File: src/rtl/trigger_fifo_pkg.sv
// Shared constants and helpers for the trigger word FIFO.
package trigger_fifo_pkg;

    localparam int          DATA_W            = 32;
    localparam logic [31:0] TRIGGER_WORD_MARK = 32'h8000_0000;
    localparam logic [7:0]  LOST_COUNT_MAX    = 8'hFF;

    // Address width needed to index a DEPTH-entry storage array.
    function automatic int ptr_width(input int depth);
        return $clog2(depth);
    endfunction

endpackage

File: src/rtl/trigger_fifo_ram.sv
// Simple dual-port storage: synchronous write, registered read.
// A read of the address being written in the same cycle returns the old word.
module trigger_fifo_ram
    import trigger_fifo_pkg::*;
#(
    parameter int DEPTH  = 16,
    parameter int ADDR_W = 4
) (
    input  logic              clk,
    input  logic              wr_en,
    input  logic [ADDR_W-1:0] wr_addr,
    input  logic [DATA_W-1:0] wr_data,
    input  logic [ADDR_W-1:0] rd_addr,
    output logic [DATA_W-1:0] rd_data
);

    logic [DATA_W-1:0] mem [DEPTH];

    // Storage write and registered read port; data carries no reset.
    always_ff @(posedge clk) begin
        if (wr_en) begin
            mem[wr_addr] <= wr_data;
        end
        rd_data <= mem[rd_addr];
    end

endmodule

File: src/rtl/trigger_word_fifo.sv
// First-word-fall-through FIFO for TLU trigger words. The RAM read port is
// steered to the post-pop read pointer so its output register always holds
// the head word; head_vld tracks whether that register holds a real word.
module trigger_word_fifo
    import trigger_fifo_pkg::*;
#(
    parameter int DEPTH            = 16,
    parameter int NEAR_FULL_MARGIN = 2
) (
    input  logic              BUS_CLK,
    input  logic              BUS_RST,
    input  logic              CLEAR,
    input  logic              WR_EN,
    input  logic [DATA_W-1:0] WR_DATA,
    output logic              DATA_SAVED_FLAG,
    input  logic              FIFO_READ,
    output logic              FIFO_EMPTY,
    output logic [DATA_W-1:0] FIFO_DATA,
    output logic              FIFO_NEAR_FULL,
    output logic [7:0]        LOST_COUNT,
    output logic              READ_ERROR
);

    localparam int               PTR_W   = ptr_width(DEPTH);
    localparam int               CNT_W   = PTR_W + 1;
    localparam logic [CNT_W-1:0] DEPTH_C = CNT_W'(DEPTH);
    localparam logic [CNT_W-1:0] NF_C    = CNT_W'(DEPTH - NEAR_FULL_MARGIN);

    logic [PTR_W-1:0]  wr_ptr;
    logic [PTR_W-1:0]  rd_ptr;
    logic [PTR_W-1:0]  rd_addr;
    logic [CNT_W-1:0]  count;
    logic [CNT_W-1:0]  count_next;
    logic [CNT_W-1:0]  remaining;
    logic              head_vld;
    logic              rd_eff;
    logic              wr_acc;
    logic [DATA_W-1:0] stored_word;
    logic [DATA_W-1:0] ram_q;

    // Accept/pop decisions and next-state arithmetic.
    always_comb begin
        rd_eff      = FIFO_READ & head_vld;
        wr_acc      = WR_EN & ~CLEAR & ((count < DEPTH_C) | rd_eff);
        count_next  = count + CNT_W'(wr_acc) - CNT_W'(rd_eff);
        // Words written before this edge are all readable now; a word
        // written at this edge only reaches the head one edge later.
        remaining   = count - CNT_W'(rd_eff);
        rd_addr     = rd_ptr + PTR_W'(rd_eff);
        stored_word = WR_DATA | TRIGGER_WORD_MARK;
    end

    trigger_fifo_ram #(
        .DEPTH  (DEPTH),
        .ADDR_W (PTR_W)
    ) u_ram (
        .clk     (BUS_CLK),
        .wr_en   (wr_acc),
        .wr_addr (wr_ptr),
        .wr_data (stored_word),
        .rd_addr (rd_addr),
        .rd_data (ram_q)
    );

    // Pointers, fill count, head validity and status flags.
    always_ff @(posedge BUS_CLK or posedge BUS_RST) begin
        if (BUS_RST) begin
            wr_ptr          <= '0;
            rd_ptr          <= '0;
            count           <= '0;
            head_vld        <= 1'b0;
            DATA_SAVED_FLAG <= 1'b0;
            FIFO_NEAR_FULL  <= 1'b0;
            LOST_COUNT      <= '0;
            READ_ERROR      <= 1'b0;
        end else if (CLEAR) begin
            wr_ptr          <= '0;
            rd_ptr          <= '0;
            count           <= '0;
            head_vld        <= 1'b0;
            DATA_SAVED_FLAG <= 1'b0;
            FIFO_NEAR_FULL  <= 1'b0;
            LOST_COUNT      <= '0;
            READ_ERROR      <= 1'b0;
        end else begin
            wr_ptr          <= wr_ptr + PTR_W'(wr_acc);
            rd_ptr          <= rd_addr;
            count           <= count_next;
            head_vld        <= (remaining != '0);
            DATA_SAVED_FLAG <= wr_acc;
            FIFO_NEAR_FULL  <= (count_next >= NF_C);
            if (WR_EN && !wr_acc && LOST_COUNT != LOST_COUNT_MAX) begin
                LOST_COUNT <= LOST_COUNT + 8'd1;
            end
            if (FIFO_READ && !head_vld) begin
                READ_ERROR <= 1'b1;
            end
        end
    end

    assign FIFO_EMPTY = ~head_vld;
    assign FIFO_DATA  = head_vld ? ram_q : '0;

endmodule

File: config.mk
export PLATFORM = sky130hd
export DESIGN_NAME = trigger_word_fifo
export DESIGN_NICKNAME = d
export VERILOG_FILES = /design/src/rtl/trigger_fifo_pkg.sv /design/src/rtl/trigger_fifo_ram.sv /design/src/rtl/trigger_word_fifo.sv
export SDC_FILE = /design/constraint.sdc
export NUM_CORES = 1
export LEC_CHECK = 0
export ABC_AREA = 0
export CORE_ASPECT_RATIO = 0.7
export CORE_MARGIN = 3
export CORE_UTILIZATION = 25
export DETAILED_ROUTE_END_ITERATION = 10
export GPL_TIMING_DRIVEN = 0
export PLACE_DENSITY_LB_ADDON = 0.2
export SLEW_MARGIN = 25
export SYNTH_ARGS = -nofsm -noshare
export SYNTH_HDL_FRONTEND = slang
export SYNTH_SLANG_ARGS = --single-unit
File: constraint.sdc
create_clock -name BUS_CLK -period 6.3 [get_ports BUS_CLK]
set_input_delay 0.63 -clock BUS_CLK [delete_from_list [all_inputs] [get_ports BUS_CLK]]
set_output_delay 0.63 -clock BUS_CLK [all_outputs]
set_load 0.05 [all_outputs]
Word-level counts from Yosys, hierarchy flattened

Memories as Yosys holds them, arrays and structs flattened. A register that Yosys moved wholly into a read port is not among the register bits.
Cells that the tools add are included.

$add $sub $neg: 6
$lt $le $gt $ge: 2
Equal/unequal tests: 1
Muxes and demuxes: 13
Bitwise logic cells: 6
Reduce and logical (&&, ||, !) cells: 8

Operator list:

| kind                | count |
|---|---|
| $mux 32             | 1 |
| $mux 8              | 2 |
| $sub 5x1->5         | 2 |
| $add 4x1->4         | 2 |
| $add 8x1->8 const B | 1 |
| $mux 4              | 2 |
| $ne 8x8->1 const B  | 1 |
| $mux 1              | 7 |
| $add 5x1->5         | 1 |
| $ge 5x4->1 const B  | 1 |
| $lt 5x5->1 const B  | 1 |
| $mux 5              | 1 |
| $reduce_bool 5->1   | 1 |
| $reduce_bool 2->1   | 2 |
| $and 1x1->1         | 3 |
| $logic_and 1x1->1   | 3 |
| $logic_not 1->1     | 2 |
| $not 1->1           | 2 |
| $or 1x1->1          | 1 |

Flip-flop bits (word level): 57
Memory bits (writable): 496
Input port bits: 37
Output and inout bits: 44
Word-level logic and storage cells: 46
Memories: 1

Memory list:

| name      | depth | width | rd ports | clocked after memory_dff | write ports | line                   | text |
|---|---|---|---|---|---|---|---|
| u_ram.mem | 16    | 31    | 1        | 1                        | 1           | trigger_fifo_ram.sv:17 | `logic [DATA_W-1:0] mem [DEPTH];` |

Longest topological paths before layout

Gate-level depths: netlist of run 1.

Depth after elaboration: 8
Depth in mapped cells: 12
Depth with buffers taken out: 11

By module

Synthesis of run 1 repeated with hierarchy kept, for this count alone.

Cell total of the unflattened synthesis: 1008
Area total of the unflattened synthesis: 21479.4 µm²

By module, submodules not included:

| module            | instances | cells each | area an instance (µm²) | sequential area each (µm²) |
|---|---|---|---|---|
| trigger_fifo_ram  | 1         | 838        | 19854.0                | 16015.4 |
| trigger_word_fifo | 1         | 170        | 1625.3                 | 625.6 |

Worst setup path after synthesis of run 1

No wires, ideal clock.

Path kind: input port to flip-flop
Start point: input CLEAR
End point: memory u_ram.mem[0][0] (netlist bit), enable pin
Setup time: 458 ps
Arrival time: 3559 ps
Required time: 5842 ps
Path slack: 2283 ps
Stages on the path: 5
Path buffers: 1
Cells stage by stage: clkbuf_1 inv_1 o211ai_1 or3_1 nor3_1

Longest elaborated chain between the ends: 5

Ends and longest elaborated chain:

| element                      | line                    | text |
|---|---|---|
| start, declared              | trigger_word_fifo.sv:12 | `input logic CLEAR,` |
| $not 1->1                    | trigger_word_fifo.sv:44 | `wr_acc = WR_EN & ~CLEAR & ((count < DEPTH_C) \| rd_eff);` |
| $and 1x1->1 (2 in a row)     | trigger_word_fifo.sv:44 |  |
| $mux 1                       | trigger_fifo_ram.sv:21  | `if (wr_en) begin` |
| $mux 1 (implied by the code) | trigger_fifo_ram.sv:22  | `mem[wr_addr] <= wr_data;` |
| end, declared                | trigger_fifo_ram.sv:17  |  |

No other way between the ends.

Worst setup path after layout of run 1

Start point: register head_vld
End point: register u_ram.rd_data[19] (read register of u_ram.mem)

Longest elaborated chain between the ends: 2

Ends and longest elaborated chain:

| element                | line                    | text |
|---|---|---|
| start, declared        | trigger_word_fifo.sv:35 | `logic head_vld;` |
| start signal, assigned | trigger_word_fifo.sv:89 | `head_vld <= (remaining != '0);` |
| $and 1x1->1            | trigger_word_fifo.sv:43 | `rd_eff = FIFO_READ & head_vld;` |
| $add 4x1->4            | trigger_word_fifo.sv:49 | `rd_addr = rd_ptr + PTR_W'(rd_eff);` |
| end, declared          | trigger_fifo_ram.sv:14  | `output logic [DATA_W-1:0] rd_data` |

No other way between the ends.
A chain may end at the register's enable or synchronous reset.

==> results of run 1 <==
==> logic make-up (layout without fill, tap and decap cells) <==
kind of cell / after synthesis / in the layout
xor gates and xnor gates: 9 / 9
adders and majority gates: 14 / 14
other: 0 / 2
and+or+nand+nor: 91 / 91
AOI/OAI and AO/OA: 27 / 27
DFF: 552 / 552
muxes: 157 / 157
buffers and inverters: 61 / 284
==> flip-flops by register name, indices dropped and copies added (netlist names) <==
| register | count |
|---|---|
| u_ram.rd_data | 31 |
| LOST_COUNT | 8 |
| DATA_SAVED_FLAG | 1 |
| count | 5 |
| FIFO_NEAR_FULL | 1 |
| u_ram.mem | 496 |
| READ_ERROR | 1 |
| wr_ptr | 4 |
| head_vld | 1 |
| rd_ptr | 4 |
==> path summary, 6_finish.rpt <==
| path | startpoint | to | slack [ps] | depth (start not counted) |
|---|---|---|---|---|
| max in group asynchronous | BUS_RST | count[3]$_DFF_PP0_ | 5450 | 2 |
| min in group BUS_CLK | READ_ERROR$_DFFE_PP0P_ | READ_ERROR$_DFFE_PP0P_ | 500 | 2 |
| hold reg to reg | READ_ERROR$_DFFE_PP0P_ | READ_ERROR$_DFFE_PP0P_ | 500 | 2 |
| hold / removal | BUS_RST | READ_ERROR$_DFFE_PP0P_ | 450 | 2 |
| setup reg to reg | head_vld$_DFF_PP0_ | u_ram.rd_data[19]$_DFF_P_ | 2400 | 8 |
| setup / recovery | head_vld$_DFF_PP0_ | u_ram.rd_data[19]$_DFF_P_ | 2400 | 8 |
==> stage by stage <==
stage | cell area (sq um) | cells
2_1_floorplan | 20900 | 911
3_5_place_dp | 24000 | 2164
6_report | 25600 | 2261
5_1_grt | 25600 | 2259
3_3_place_gp | 23100 | 2114
4_1_cts | 25600 | 2258
==> layout make-up <==
| cell class | count | area, sq um |
|---|---|---|
| clock inverter | 17 | 103 |
| timing repair buffer | 129 | 1610 |
| inverter | 17 | 63.8 |
| multi-input combinational | 298 | 4560 |
| clock buffer | 77 | 1460 |
| fill | 7972 | 57100 |
| tap | 1125 | 1410 |
| buffer | 44 | 267 |
| sequential | 552 | 16100 |
| antenna | 2 | 5.00 |
==> power by group <==
| group | leakage, nW | internal, mW | switching, mW | total, mW |
|---|---|---|---|---|
| sequential | 5.07 | 4.12 | 0.0570 | 4.18 |
| clock | 0.761 | 1.63 | 1.34 | 2.97 |
| combinational | 2.19 | 0.917 | 1.08 | 2.00 |
| total | 8.02 | 6.67 | 2.48 | 9.14 |
==> cell usage in the layout, fill, tap and decap left out, types with 3 or more instances in the layout <==
cell type | netlist | final
edfxtp_1 | 496 | 496
mux4_2 | 155 | 155
clkdlybuf4s50_1 | 0 | 78
clkbuf_16 | 0 | 53
clkbuf_1 | 23 | 41
and2_1 | 32 | 32
dfxtp_1 | 31 | 31
dfrtp_1 | 25 | 25
buf_4 | 2 | 24
buf_16 | 0 | 17
inv_1 | 17 | 16
ha_1 | 13 | 13
buf_2 | 12 | 12
nor2_4 | 0 | 12
nor2_1 | 23 | 11
a21oi_1 | 9 | 9
clkinv_1 | 0 | 9
buf_12 | 1 | 8
nor2b_1 | 7 | 7
buf_6 | 2 | 7
nand3_1 | 6 | 6
clkinv_2 | 0 | 6
xnor2_1 | 5 | 5
buf_8 | 4 | 4
xor2_1 | 4 | 4
nor3_2 | 0 | 4
clkbuf_8 | 0 | 4
nand3b_1 | 3 | 3
o21ai_0 | 3 | 3
nand2_1 | 3 | 3
==> metal layers <==
| metal | GRT usage (%) | vias up | routed length, um |
|---|---|---|---|
| li1 | - | 4162 | - |
| met1 | 19.1 | 5294 | 26600 |
| met2 | 18.6 | 247 | 23700 |
| met3 | 2.49 | 65 | 2940 |
| met4 | 2.22 | 2 | 724 |
| met5 | 0 | - | 17 |
==> results.sh, run 1 <==
export IMPL_dp_slack_ps=1930
export IMPL_cap_violations=0
export IMPL_via_count=9770
export IMPL_setup_tns_ps=0
export IMPL_post_drt_wl_per_cell_um=23.9
export IMPL_synth_commonest_cells="edfxtp_1 (496), mux4_2 (155), and2_1 (32), dfxtp_1 (31), dfrtp_1 (25)"
export IMPL_holdWs_ps=450
export IMPL_post_route_period_util_pct=61.8
export IMPL_syn_area_per_cell_sq_um=23.0
export IMPL_detail_route_antenna_nets=0
export IMPL_gp_congestion=0.704
export IMPL_synthSimpleGateAreaFrac_pct=2.39
export IMPL_fin_util_pct=31.0
export IMPL_clk_latency_ps=590
export IMPL_num_io_pins=81
export IMPL_synthMuxAreaShare_pct=16.8
export IMPL_cp_cell_sequence="and2_1, ha_1, ha_1, buf_2, buf_2, clkbuf_1, mux4_2, mux4_2"
export IMPL_hold_class="input port to async pin"
export IMPL_clock_skew_final_ps=14.7
export IMPL_grt_setup_unrepaired="no"
export IMPL_max_freq_mhz=257
export IMPL_rows=88
export IMPL_clock_sinks=552
export IMPL_grt_pass1_wl_mm=77.8
export IMPL_route_detailed_drc=0
export IMPL_worst_pin_slew_ps=1130
export IMPL_async_flop_share_pct=4.53
export IMPL_first_pass_iters=5
export IMPL_crit_slowest_cell="clkbuf_1"
export IMPL_power_density_nw_per_um2=357
export IMPL_drive_gt1_share_pct=27.8
export IMPL_critical_path_top_delay_family="buffers and inverters"
export IMPL_fin_crit_ps=3900
export IMPL_arrival_ps=4350
export IMPL_cts_buffers_inserted=51
export IMPL_root_buffer="clkbuf_16"
export IMPL_initial_core_util_pct=25.3
export IMPL_slew_headroom_pct=24.7
export IMPL_via_per_inst=4.32
export IMPL_peakVddDrop_v=0.000199
export IMPL_wirelength_mm=54.0
export IMPL_synth_edf_count=496
export IMPL_cp_required_ps=6760
export IMPL_critPathBufInv=3
export IMPL_synth_compound_area_share_pct=0.843
export IMPL_path_clk_slew_ps=70
export IMPL_post_cts_resized=0
export IMPL_grt_overflow=0
export IMPL_die_y_um=248
export IMPL_chipWidth_um=352
export IMPL_power_total_mw=9.14
export IMPL_yosysMostFrequentCell="edfxtp_1"
export IMPL_drtIter0Drc=878
export IMPL_synth_main_ff_cell="edfxtp_1"
export IMPL_numPortBuffers=78
export IMPL_setup_violations=0
export IMPL_yosysTopAreaCell="edfxtp_1"
export IMPL_synth_cell_types=43
export IMPL_worstSetupEndpointType="flip-flop"
export IMPL_clk_path_buf_depth=3
export IMPL_slowest_delay_ps=870
export IMPL_fin_nets=1144
export IMPL_synth_top_family_by_area="multiplexers"
export IMPL_core_area_sq_um=82700
export IMPL_post_cts_buffers=0
export IMPL_area_delta_synth_final_pct=22.4
export IMPL_finalMaxSlewViolations=0
export IMPL_hold_viol_final=0
export IMPL_h_tree_depth=2
export IMPL_grt_max_degree=26
export IMPL_gr_usage_all_layers_pct=12.5
export IMPL_dieArea_sq_um=87200
export IMPL_ys_seq_elements=552
export IMPL_dp_hpwl_mm=35.1
export IMPL_worst_slack_ps=2400
export IMPL_postSynthCellCount=911
export IMPL_critical_path_class="flip-flop to flip-flop"
export IMPL_holdBufCountCts=0
export IMPL_synth_nets=962
export IMPL_synth_area_leaders="edfxtp_1 (71%), mux4_2 (17%), dfrtp_1 (3.0%)"
export IMPL_worstSetupStartpointType="flip-flop"
export IMPL_synthAdderAreaFrac_pct=0.873
export IMPL_synth_xor_area_share_pct=0.377
export IMPL_first_global_vias=10369
export IMPL_synth_warnings=0
export IMPL_synth_seq_area_share_pct=77.2
export IMPL_synth_top_area_share_pct=71.2
export IMPL_cts_tree="yes"
export IMPL_syn_cell_area_sq_um=20900
export IMPL_status="finished clean"
export IMPL_crit_fanout=10
export IMPL_leakage_nw=8.02
export IMPL_antenna_found_initial=4
No activity file was read; power rests on OpenSTA's default activity.
==> run 2: changes to the inputs <==
clock period = 3.57 ns   (was 6.3 ns; I/O delays follow)
==> run 2 against run 1 <==
Compared with the run above:
- die area is the same
- flip-flop and latch count is the same
- worst hold slack lost 280 ps
- count of clock-buffer cells in the layout shrank 6
- critical path depth is the same
- utilization grew 0.27 points
- routed wire length shrank 2.5%
- clock power grew 91%
- worst setup slack lost 2300 ps
- first-iteration DRC count shrank 1.5%
==> results.sh, run 2 (synthesis gave the netlist of run 1 again) <==
export IMPL_via_count=9779
export IMPL_fin_nets=1132
export IMPL_first_pass_iters=5
export IMPL_drive_gt1_share_pct=29.5
export IMPL_dp_hpwl_mm=34.3
export IMPL_cp_required_ps=4030
export IMPL_worst_pin_slew_ps=850
export IMPL_antenna_found_initial=3
export IMPL_grt_pass1_wl_mm=75.8
export IMPL_reg_top3="u_ram.mem x496, u_ram.rd_data x31, LOST_COUNT x8"
export IMPL_wirelength_mm=52.7
export IMPL_rows=88
export IMPL_leakage_nw=8.10
export IMPL_r2r_end="u_ram.rd_data[4]$_DFF_P_"
export IMPL_h_tree_depth=2
export IMPL_clock_sinks=552
export IMPL_first_global_vias=10097
export IMPL_swShare_pct=26.8
export IMPL_core_area_sq_um=82700
export IMPL_critical_path_class="flip-flop to flip-flop"
export IMPL_fin_util_pct=31.2
export IMPL_worst_slack_ps=117
export IMPL_root_buffer="clkbuf_16"
export IMPL_dieArea_sq_um=87200
export IMPL_fin_crit_ps=3450
export IMPL_path_clk_slew_ps=70
export IMPL_clock_skew_final_ps=12.9
export IMPL_clk_latency_ps=590
export IMPL_setup_violations=0
export IMPL_die_y_um=248
export IMPL_crit_fanout=10
export IMPL_p_switching_mw=4.43
export IMPL_chipWidth_um=352
export IMPL_reg2regPathDepth=8
export IMPL_arrival_ps=3910
export IMPL_via_per_inst=4.35
export IMPL_area_delta_synth_final_pct=23.5
export IMPL_fill_cells=7943
export IMPL_diodes=0
export IMPL_largest_reg_flops=496
export IMPL_grt_overflow=0
export IMPL_drtIter0Drc=865
export IMPL_layout_commonest_cell="edfxtp_1"
export IMPL_gp_congestion=0.693
export IMPL_timing_critical_path_from="head_vld$_DFF_PP0_"
export IMPL_dp_slack_ps=-518
export IMPL_cap_violations=0
export IMPL_initial_core_util_pct=25.3
export IMPL_hold_class="input port to async pin"
export IMPL_cts_tree="yes"
export IMPL_numPortBuffers=78
export IMPL_worstSetupEndpointType="flip-flop"
export IMPL_seqPwrFrac_pct=44.6
export IMPL_r2r_start="head_vld$_DFF_PP0_"
export IMPL_layout_common_cells="edfxtp_1 (496), mux4_2 (155), clkdlybuf4s50_1 (78)"
export IMPL_max_freq_mhz=290
export IMPL_r2r_slack_ps=120
export IMPL_grt_max_degree=26
export IMPL_post_route_period_util_pct=96.7
export IMPL_internal_power_mw=12.1
export IMPL_slew_headroom_pct=43.3
export IMPL_power_density_nw_per_um2=640
export IMPL_num_io_pins=81
export IMPL_finalMaxSlewViolations=0
export IMPL_worstSetupStartpointType="flip-flop"
export IMPL_detail_route_antenna_nets=0
export IMPL_hold_viol_final=0
export IMPL_clk_path_buf_depth=3
export IMPL_crit_end="u_ram.rd_data[4]$_DFF_P_"
export IMPL_status="finished clean"
export IMPL_post_drt_wl_per_cell_um=23.4
export IMPL_combPwrFrac_pct=21.1
export IMPL_gr_usage_all_layers_pct=12.2
export IMPL_peakVddDrop_v=0.000362
export IMPL_top_register="u_ram.mem"
export IMPL_p_clk_share_pct=34.3
export IMPL_cts_buffers_inserted=52
export IMPL_grt_setup_unrepaired="yes"
export IMPL_route_detailed_drc=0
run 2: changes by cell type in the layout (fill, tap and decap cells not counted), sizes merged:
| cell | before | now |
|---|---|---|
| clkinv | 16 | 20 |
| bufinv | 1 | 4 |
| buf | 72 | 61 |
| clkinvlp | 0 | 2 |
| clkbuf | 100 | 92 |
| diode | 2 | 0 |
run 2: cell type report:
class | count | area, sq um | area share (%)
Multi-Input combinational cell | 298 | 4590 | 17.8
Inverter | 17 | 63.8 | 0.247
Timing Repair Buffer | 116 | 1610 | 6.21
Clock buffer | 71 | 1500 | 5.79
Sequential cell | 552 | 16100 | 62.5
Tap cell | 1125 | 1410 | 5.45
Buffer | 44 | 285 | 1.10
Clock inverter | 26 | 246 | 0.954
run 2: critical path: stages, from the launching register on:
cell,delay [ps]
dfrtp_1,560
and2_1,350
ha_1,240
ha_1,280
buf_2,250
buf_2,320
buf_2,420
mux4_2,370
mux4_2,510
run 2: what timing repair did:
item / in CTS / in global routing
pin swaps: 0 / 1
hold buffers: 0 / 0
cloned: 0 / 0
setup endpoints to repair: 31 / 39
resized for setup: 8 / 16
buffers inserted: 0 / 2
run 2: power by group through the flow:
stage          sequential (mW)  clock (mW)  combinational, mW
2_1_floorplan             7.50           0               2.43
3_3_place_gp              7.52           0               3.55
3_5_place_dp              7.52           0               3.59
4_1_cts                   7.38        5.83               3.60
5_1_grt                   7.40        6.12               3.76
6_report                  7.38        5.67               3.49
run 2: how the worst min path moves through the flow:
stage / from / end / cells after the start / slack (ps)
after floorplan: BUS_RST / DATA_SAVED_FLAG$_DFF_PP0_ / 1 / 380
after global placement: READ_ERROR$_DFFE_PP0P_ / READ_ERROR$_DFFE_PP0P_ / 2 / 470
after detailed placement: READ_ERROR$_DFFE_PP0P_ / READ_ERROR$_DFFE_PP0P_ / 2 / 500
after CTS: CLEAR / LOST_COUNT[5]$_DFFE_PP0P_ / 3 / 290
after global routing: BUS_RST / count[1]$_DFF_PP0_ / 2 / 210
final: BUS_RST / wr_ptr[0]$_DFF_PP0_ / 2 / 170
run 2: metal layers:
metal  GRT usage, %  wire [um]  vias to the layer above
li1               -          -                     4171
met1           18.5      26100                     5336
met2           18.4      23600                      205
met3           2.20       2150                       63
met4           2.10        722                        4
met5              0         34                        -
run 2: through the flow:
step	power (mW)	hold WS [ps]	setup TNS, ps	area (sq um)	cells
finish	16.5	171	0	25800	2249
detailed placement	11.1	496	-13600	24100	2150
CTS	16.8	290	0	25800	2247
global placement	11.1	472	-1034260	23100	2114
floorplan	9.93	384	0	20900	911
global route	17.3	207	-533	25800	2249
